**config.mk**
```make
export PLATFORM = sky130hd
export DESIGN_NAME = fetch
export DESIGN_NICKNAME = d
export VERILOG_FILES = /design/src/rtl/fetch.sv
export SDC_FILE = /design/constraint.sdc
export NUM_CORES = 1
export LEC_CHECK = 0
export BUFFER_PORTS_ARGS = -buffer_cell sky130_fd_sc_hd__buf_2
export CAP_MARGIN = 20
export CORE_ASPECT_RATIO = 1.4
export CORE_MARGIN = 2
export CORE_UTILIZATION = 55
export CTS_CLUSTER_DIAMETER = 120
export DETAILED_ROUTE_END_ITERATION = 12
export GPL_TIMING_DRIVEN = 0
export PLACE_DENSITY = 0.89
export SKIP_CTS_REPAIR_TIMING = 1
export SYNTH_ARGS = -nofsm -noshare
export SYNTH_HDL_FRONTEND = slang
export SYNTH_SLANG_ARGS = --single-unit
```
**constraint.sdc**
```tcl
create_clock -name clk -period 4.3 [get_ports clk]
set_input_delay 0.43 -clock clk [delete_from_list [all_inputs] [get_ports clk]]
set_output_delay 0.43 -clock clk [all_outputs]
set_load 0.02 [all_outputs]
```
**src/rtl/fetch.sv**
```systemverilog
// Instruction fetch stage: PC, in-order instruction memory reads and a small {pc, instr} FIFO.
// Optional FETCH_MISALIGN_TRAP_EN: a misaligned redirect target sets a sticky flag and halts issue.
module fetch #(
    parameter logic [31:0] RESET_PC = 32'h0000_0000,
    parameter int          DEPTH    = 2
) (
    input  logic        clk,
    input  logic        rst,
    output logic        o_imem_req_valid,
    output logic [31:0] o_imem_req_addr,
    input  logic        i_imem_req_ready,
    input  logic        i_imem_rsp_valid,
    input  logic [31:0] i_imem_rsp_data,
    input  logic        i_redirect,
    input  logic [31:0] i_redirect_pc,
    output logic        o_instr_valid,
    output logic [31:0] o_instr,
    output logic [31:0] o_pc,
    input  logic        i_instr_ready,
    output logic        o_misaligned
);

    localparam int PTR_W = (DEPTH > 1) ? $clog2(DEPTH) : 1;
    localparam int CNT_W = PTR_W + 1;

    logic [31:0]      pc_q, pc_d;
    logic [31:0]      rsp_pc_q, rsp_pc_d;
    logic [CNT_W-1:0] outstanding_q, outstanding_d;
    logic [CNT_W-1:0] drop_q, drop_d;
    logic [CNT_W-1:0] count_q, count_d;
    logic [PTR_W-1:0] rd_ptr_q, rd_ptr_d;
    logic [PTR_W-1:0] wr_ptr_q, wr_ptr_d;
    logic [31:0]      buf_instr_q [DEPTH];
    logic [31:0]      buf_instr_d [DEPTH];
    logic [31:0]      buf_pc_q [DEPTH];
    logic [31:0]      buf_pc_d [DEPTH];
    logic             misaligned_q, misaligned_d;

    logic             halted;
    logic             pop;
    logic             push;
    logic             rsp_drop;
    logic             req_fire;
    logic [31:0]      target_pc;
    logic [CNT_W:0]   occupancy;

`ifdef FETCH_MISALIGN_TRAP_EN
    assign target_pc = i_redirect_pc;
    assign halted    = misaligned_q;
`else
    assign target_pc = i_redirect_pc & 32'hFFFF_FFFC;
    assign halted    = 1'b0;
`endif

    assign o_instr_valid = (count_q != '0);
    assign pop           = o_instr_valid && i_instr_ready && !i_redirect;
    assign rsp_drop      = (drop_q != '0);
    assign push          = i_imem_rsp_valid && !rsp_drop && !i_redirect;

    // A head leaving this cycle frees its slot, which keeps one instr/cycle at DEPTH=2.
    assign occupancy = {1'b0, outstanding_q} + {1'b0, count_q} - {{CNT_W{1'b0}}, pop};

    assign o_imem_req_valid = !rst && !i_redirect && !halted &&
                              (occupancy < (CNT_W+1)'(DEPTH));
    assign o_imem_req_addr  = pc_q;
    assign req_fire         = o_imem_req_valid && i_imem_req_ready;

    assign o_instr      = buf_instr_q[rd_ptr_q];
    assign o_pc         = buf_pc_q[rd_ptr_q];
    assign o_misaligned = misaligned_q;

    always_comb begin
        pc_d          = pc_q;
        rsp_pc_d      = rsp_pc_q;
        outstanding_d = outstanding_q;
        drop_d        = drop_q;
        count_d       = count_q;
        rd_ptr_d      = rd_ptr_q;
        wr_ptr_d      = wr_ptr_q;
        buf_instr_d   = buf_instr_q;
        buf_pc_d      = buf_pc_q;
        misaligned_d  = misaligned_q;

        if (req_fire) begin
            pc_d = pc_q + 32'd4;
        end

        case ({req_fire, i_imem_rsp_valid})
            2'b10:   outstanding_d = outstanding_q + CNT_W'(1);
            2'b01:   outstanding_d = outstanding_q - CNT_W'(1);
            default: outstanding_d = outstanding_q;
        endcase

        if (i_imem_rsp_valid && rsp_drop) begin
            drop_d = drop_q - CNT_W'(1);
        end

        if (push) begin
            buf_instr_d[wr_ptr_q] = i_imem_rsp_data;
            buf_pc_d[wr_ptr_q]    = rsp_pc_q;
            wr_ptr_d              = wr_ptr_q + PTR_W'(1);
            rsp_pc_d              = rsp_pc_q + 32'd4;
        end

        if (pop) begin
            rd_ptr_d = rd_ptr_q + PTR_W'(1);
        end

        case ({push, pop})
            2'b10:   count_d = count_q + CNT_W'(1);
            2'b01:   count_d = count_q - CNT_W'(1);
            default: count_d = count_q;
        endcase

        // Every request still in flight belongs to the wrong path and must be discarded.
        if (i_redirect) begin
            pc_d     = target_pc;
            rsp_pc_d = target_pc;
            count_d  = '0;
            rd_ptr_d = '0;
            wr_ptr_d = '0;
            drop_d   = outstanding_d;
`ifdef FETCH_MISALIGN_TRAP_EN
            if (i_redirect_pc[1:0] != 2'b00) begin
                misaligned_d = 1'b1;
            end
`endif
        end
    end

    always_ff @(posedge clk) begin
        if (rst) begin
            pc_q          <= RESET_PC;
            rsp_pc_q      <= RESET_PC;
            outstanding_q <= '0;
            drop_q        <= '0;
            count_q       <= '0;
            rd_ptr_q      <= '0;
            wr_ptr_q      <= '0;
            misaligned_q  <= 1'b0;
            for (int i = 0; i < DEPTH; i++) begin
                buf_instr_q[i] <= '0;
                buf_pc_q[i]    <= RESET_PC;
            end
        end else begin
            pc_q          <= pc_d;
            rsp_pc_q      <= rsp_pc_d;
            outstanding_q <= outstanding_d;
            drop_q        <= drop_d;
            count_q       <= count_d;
            rd_ptr_q      <= rd_ptr_d;
            wr_ptr_q      <= wr_ptr_d;
            misaligned_q  <= misaligned_d;
            buf_instr_q   <= buf_instr_d;
            buf_pc_q      <= buf_pc_d;
        end
    end

endmodule

```
* Word level (Yosys, flattened, before mapping)
Cells that the tools add are included.
Word-level totals: flip-flop bits (word level) 200, input bits 70, output and inout port bits 99, word-level logic and storage cells 71
Operators by class: $add $sub $neg 11, $lt $le $gt $ge 4, eq/ne operators 4, muxes and demuxes 18, bitwise operators 2, reductions and logical operators 19
Operators with widths (count):
- $mux W32 | 11
- $bwmux W64 | 2
- $add A32 B3 Y32 const B | 2
- $demux W32 S1 | 1
- $reduce_bool A2 Y1 | 6
- $logic_and A1 B1 Y1 | 9
- $pmux W2 S2 | 2
- $sub A2 B1 Y2 const B | 3
- $add A2 B1 Y2 const B | 2
- $eq A2 B1 Y1 const B | 2
- $eq A2 B2 Y1 const B | 2
- $ge A2 B2 Y1 const B | 2
- $mux W2 | 2
- $not A1 Y2 | 2
- $add A2 B2 Y3 | 1
- $logic_not A1 Y1 | 3
- $lt A3 B2 Y1 const B | 1
- $sub A3 B1 Y3 | 1
- $add A1 B1 Y1 const B | 2
- $lt A2 B1 Y1 const B | 1
- $reduce_or A2 Y1 | 1

* Longest topological paths before layout
depth after elaboration 10, mapped depth 16, depth with buffers taken out 15

* Worst setup path before layout
Ideal clock, no wire load.
kind in2reg, start input port i_redirect, end register drop_q[1], setup time 0.072 ns, arrival 3.647 ns, required time 4.228 ns, slack 0.581 ns, stages on the path 14, buffers on the path 3, cell sequence clkbuf_1 clkbuf_1 nor2_1 ha_1 nand2b_1 fa_1 xnor2_1 nor3_4 inv_2 clkbuf_1 ha_1 or3_1 a21oi_1 a2bb2oi_1
On the way: longest elaborated chain between the ends 9, elaborated cells on any way between the ends 12, those cells by class 1 x add/sub; 1 x order compare; 2 x eq/ne; 2 x mux; 6 x reduce/logical
RTL lines:
- from (decl) | RTL line 14 | input logic i_redirect,
- $logic_not A1 Y1 (*) | RTL line 56 | assign pop = o_instr_valid && i_instr_ready && !i_redirect;
- $logic_and A1 B1 Y1 (*) | RTL line 56
- named net pop | RTL line 40 | logic pop;
- $sub A3 B1 Y3 (*) | RTL line 61 | assign occupancy = {1'b0, outstanding_q} + {1'b0, count_q} - {{CNT_W{1'b0}}, pop};
- $lt A3 B2 Y1 (*) | RTL line 64 | (occupancy < (CNT_W+1)'(DEPTH));
- $logic_and A1 B1 Y1 (*) | RTL line 63 | assign o_imem_req_valid = !rst && !i_redirect && !halted &&
- $logic_and A1 B1 Y1 (*) | RTL line 66 | assign req_fire = o_imem_req_valid && i_imem_req_ready;
- $eq A2 B1 Y1 / $eq A2 B2 Y1 (equally long branches) | RTL line 88 | case ({req_fire, i_imem_rsp_valid})
- $pmux W2 S2 (*) | RTL line 88
- $mux W2 (*) | RTL line 116 | if (i_redirect) begin
- to (signal assigned) | RTL line 149 | drop_q <= drop_d;
- to (decl) | RTL line 29 | logic [CNT_W-1:0] drop_q, drop_d;
The timed path passes the listed nets; every way through them passes the cells marked *. A chain may end at the register's enable or synchronous reset.

* Final worst setup path
start input port i_redirect, end register pc_q[26], in the netlist o_imem_req_addr[26]
On the way: longest elaborated chain between the ends 7, elaborated cells on any way between the ends 9, those cells by class 1 x add/sub; 1 x order compare; 1 x mux; 6 x reduce/logical
RTL lines:
- $logic_not A1 Y1 | RTL line 56
- $logic_and A1 B1 Y1 | RTL line 56
- named net pop | RTL line 40
- $sub A3 B1 Y3 | RTL line 61
- $lt A3 B2 Y1 | RTL line 64
- $logic_and A1 B1 Y1 | RTL line 63
- $logic_and A1 B1 Y1 | RTL line 66
- $reduce_bool A2 Y1 (no line)
- to (signal assigned) | RTL line 146 | pc_q <= pc_d;
- to (decl) | RTL line 26 | logic [31:0] pc_q, pc_d;
The timed path passes the listed nets, and every way through them passes these cells.

==> flow_summary_export.csv <==
group,metric,value,unit
route,viasPerCell,5.732,
power,power.density,388.8,nW/um^2
synth,synth_commonest_cells,"nand2_1, dfxtp_1, a21oi_1, clkbuf_1, mux2_2",
synth,synth_seq_area_share,0.4409,
cts,cts_root_buf,"clkbuf_16",
cts,numCtsBuffers,17,
route,drt_wl_total,24.92,mm
synth,post-synth-top-count-cell,"nand2_1",
cts,h-tree-depth,4,
synth,synth_top_cell_by_area,"dfxtp_1",
setup_path,worstPathRequired,4670,ps
timing,final_max_slew_viol_count,0,
setup_path,cp_common_cell,"buf_2",
synth,synth_cell_types,51,
timing,max_freq,0.2509,GHz
route,wl_per_cell,16.91,microns
synth,syn_inst,1080,
cts,cts_sinks,192,
setup_path,critPathMaxStageDelay,580,ps
die,die-area,16890,sq um
place,place.gp.congestion,0.9476,
setup_path,critPathLaunchType,"input port",
power,vdd_ir_drop_max,0.2284,mV
power,internal_power,2.945,mW
timing,slew_headroom,0.4777,
synth,yosys_warnings,0,
final_layout,layout-drive-gt1-share,0.2153,
timing,period_share,0.9270,
final_layout,utilization,0.6681,
synth,ys_seq_elements,192,
grt,grt_antenna_before_repair,0,
final_layout,nets,1343,
job,maxCapViolCount,0,
setup_path,crit_start,"i_redirect",
die,die_w,110.4,microns
grt,track_usage,0.2893,
timing,clock_skew,8.181,ps
power,seqPwrFrac,0.479,
timing,rsz0062_at_grt,"no",
grt,grt_max_degree,17,
die,rows,54,
setup_path,slowest_stage,"or4b_1",
setup_path,crit_arrival,4350,ps
die,core,15540,sq um
cts,cts_tree,"built",
place,io_buffers,161,
worst_hold_path,hp-start,"i_imem_rsp_data[18]",
die,initial_utilization,0.5610,
final_layout,area_growth,19.09,%
timing,timing.hold.ws,229.0,ps
final_layout,multi_input_area,4499,sq um
power,p_switching,1.092,mW
power,swShare,0.2705,
synth,async_flop_share,0,
die,pin_count,169,
setup_path,critPathKind,"input port to register",
route,dr.pass1.iters,5,
final_layout,diodes,0,
timing,max_slew.worst_pin.slew,783.4,ps
worst_hold_path,hold_class,"input port to register",
route,first_iter_violations,654,
timing,period_minus_slack,3986,ps
route,ant_nets,0,
synth,synth_area,8718,sq um
cts,clock_latency,450,ps
final_layout,seqCellArea,3844,sq um
run_status,status,"finished, final reports clean",
synth,synth_top_cell_area_share,0.4409,
synth,synthFlopType,"dfxtp_1",
synth,synth_area_leaders,"dfxtp_1, nand2_1, a21oi_1",
setup_path,rr_startpoint,"count_q[0]",
grt,grt_pass1_vias,8044,
power,power.leakage,4.051,nW
timing,setup_viol,0,
grt,grt_overflow,0,
setup_path,cp_max_fo,19,
synth,synth_edf_count,0,
cts,path_clk_slew,70,ps
grt,grt_pass1_wl,39.42,mm
timing,finalHoldViolations,0,
die,die_h,153.0,microns
setup_path,endpoint_kind,"register",
route,via_count,8443,
place,dpl.hpwl,18.09,mm
final_layout,fill_cells,1298,
setup_path,path_cells,"buf_2, clkbuf_1, clkbuf_2, nor2_1, ha_1, nand2b_1, fa_1, nand2_1, nor3_4, inv_2, or4b_1, buf_2, or3_1, a31oi_1",
power,pwr-share-comb,0.131,
power,p_clk_frac,0.390,
cts,clk_path_buf_depth,2,
synth,syn_avg_cell_area,8.073,sq um
route,drc,0,
## cells by family after synthesis
family / count (synthesis) / synth area share
simple gates: 446 / 0.2263
compound gates: 220 / 0.1412
flops: 192 / 0.4409
buf+inv: 100 / 0.04564
mux: 70 / 0.08998
xor+xnor: 43 / 0.04320
fa+ha+maj: 8 / 0.01234
other cells: 1 / 0.0004301
## registers in the layout, indices dropped and copies added (netlist names)
| register | count |
|---|---|
| buf_instr_q | 64 |
| wr_ptr_q | 1 |
| count_q | 2 |
| rd_ptr_q | 1 |
| rsp_pc_q | 30 |
| o_imem_req_addr | 30 |
| outstanding_q | 2 |
| buf_pc_q | 60 |
| drop_q | 2 |
## path summary, 6_finish.rpt
kind                    endpoint  slack [ps]  cells past startpoint
max reg2reg  o_imem_req_addr[26]         620                     14
min              buf_instr_q[18]         230                      3
max          o_imem_req_addr[26]         310                     14
min reg2reg         buf_pc_q[31]         450                      2
## worst max-delay path: cells and delay by family
| family | cells | cell delay [ps] |
|---|---|---|
| AND/OR/NAND/NOR | 6 | 1620 |
| buffers and inverters | 5 | 1350 |
| adder cells (fa/ha/maj) | 2 | 790 |
| AO/OA/AOI/OAI | 1 | 160 |
## placed cells by master (no fill, tap or decap), types with 4 or more instances in the layout
cell type | Yosys | final
a211oi_1 | 13 | 13
a21boi_0 | 7 | 7
a21oi_1 | 154 | 154
a311oi_1 | 4 | 4
a31oi_1 | 11 | 11
and2_1 | 10 | 10
and3_1 | 10 | 10
and4_1 | 10 | 10
buf_1 | 4 | 4
buf_2 | 3 | 165
buf_4 | 5 | 5
clkbuf_1 | 68 | 68
clkbuf_16 | 0 | 17
clkinvlp_4 | 0 | 4
conb_1 | 1 | 5
dfxtp_1 | 192 | 192
ha_1 | 7 | 7
inv_1 | 18 | 18
mux2_2 | 67 | 67
nand2_1 | 293 | 293
nand3_1 | 17 | 17
nand4_1 | 24 | 24
nor2_1 | 43 | 43
nor3_1 | 9 | 9
nor4_1 | 7 | 7
o211ai_1 | 4 | 4
o21ai_0 | 11 | 11
o22ai_1 | 5 | 5
or3_1 | 8 | 8
xnor2_1 | 19 | 18
xor2_1 | 24 | 24
## metrics by stage
| step | cell area (sq um) | setup TNS, ps | instances | setup slack, ps | total power, mW |
|---|---|---|---|---|---|
| 2_1_floorplan | 8733 | 0 | 1084 | 581.3 | 2.292 |
| 3_3_place_gp | 9784 | -3344 | 1441 | -526.2 | 2.472 |
| 3_5_place_dp | 9789 | -4450 | 1442 | -642.5 | 2.486 |
| 4_1_cts | 10370 | -240.7 | 1473 | -192.2 | 4.024 |
| 5_1_grt | 10380 | 0 | 1473 | 98.81 | 4.165 |
| 6_report | 10380 | 0 | 1473 | 313.7 | 4.037 |
## metal layers
layer  track usage  vias up  routed length (microns)
li1              -     4037                        -
met1        0.3189     3907                     9343
met2        0.5150      395                    12450
met3       0.05393      104                     1723
met4        0.1726        0                     1395
met5             0        -                        0
## area by class of cell
class / count / share of cell area
Inverter: 20 / 0.007231
Multi-Input combinational cell: 792 / 0.4334
Buffer: 79 / 0.03085
Clock inverter: 9 / 0.01048
Sequential cell: 192 / 0.3702
Tap cell: 196 / 0.02362
Timing Repair Buffer: 163 / 0.07857
Clock buffer: 22 / 0.04567
## power groups by stage
stage	Sequential [mW]	Combinational (mW)	Clock, mW
CTS	1.93	0.522	1.57
floorplan	1.97	0.321	0
global route	1.94	0.577	1.65
global placement	1.96	0.507	0
finish	1.93	0.530	1.57
detailed placement	1.97	0.517	0
(Power assumes the default switching activity.)
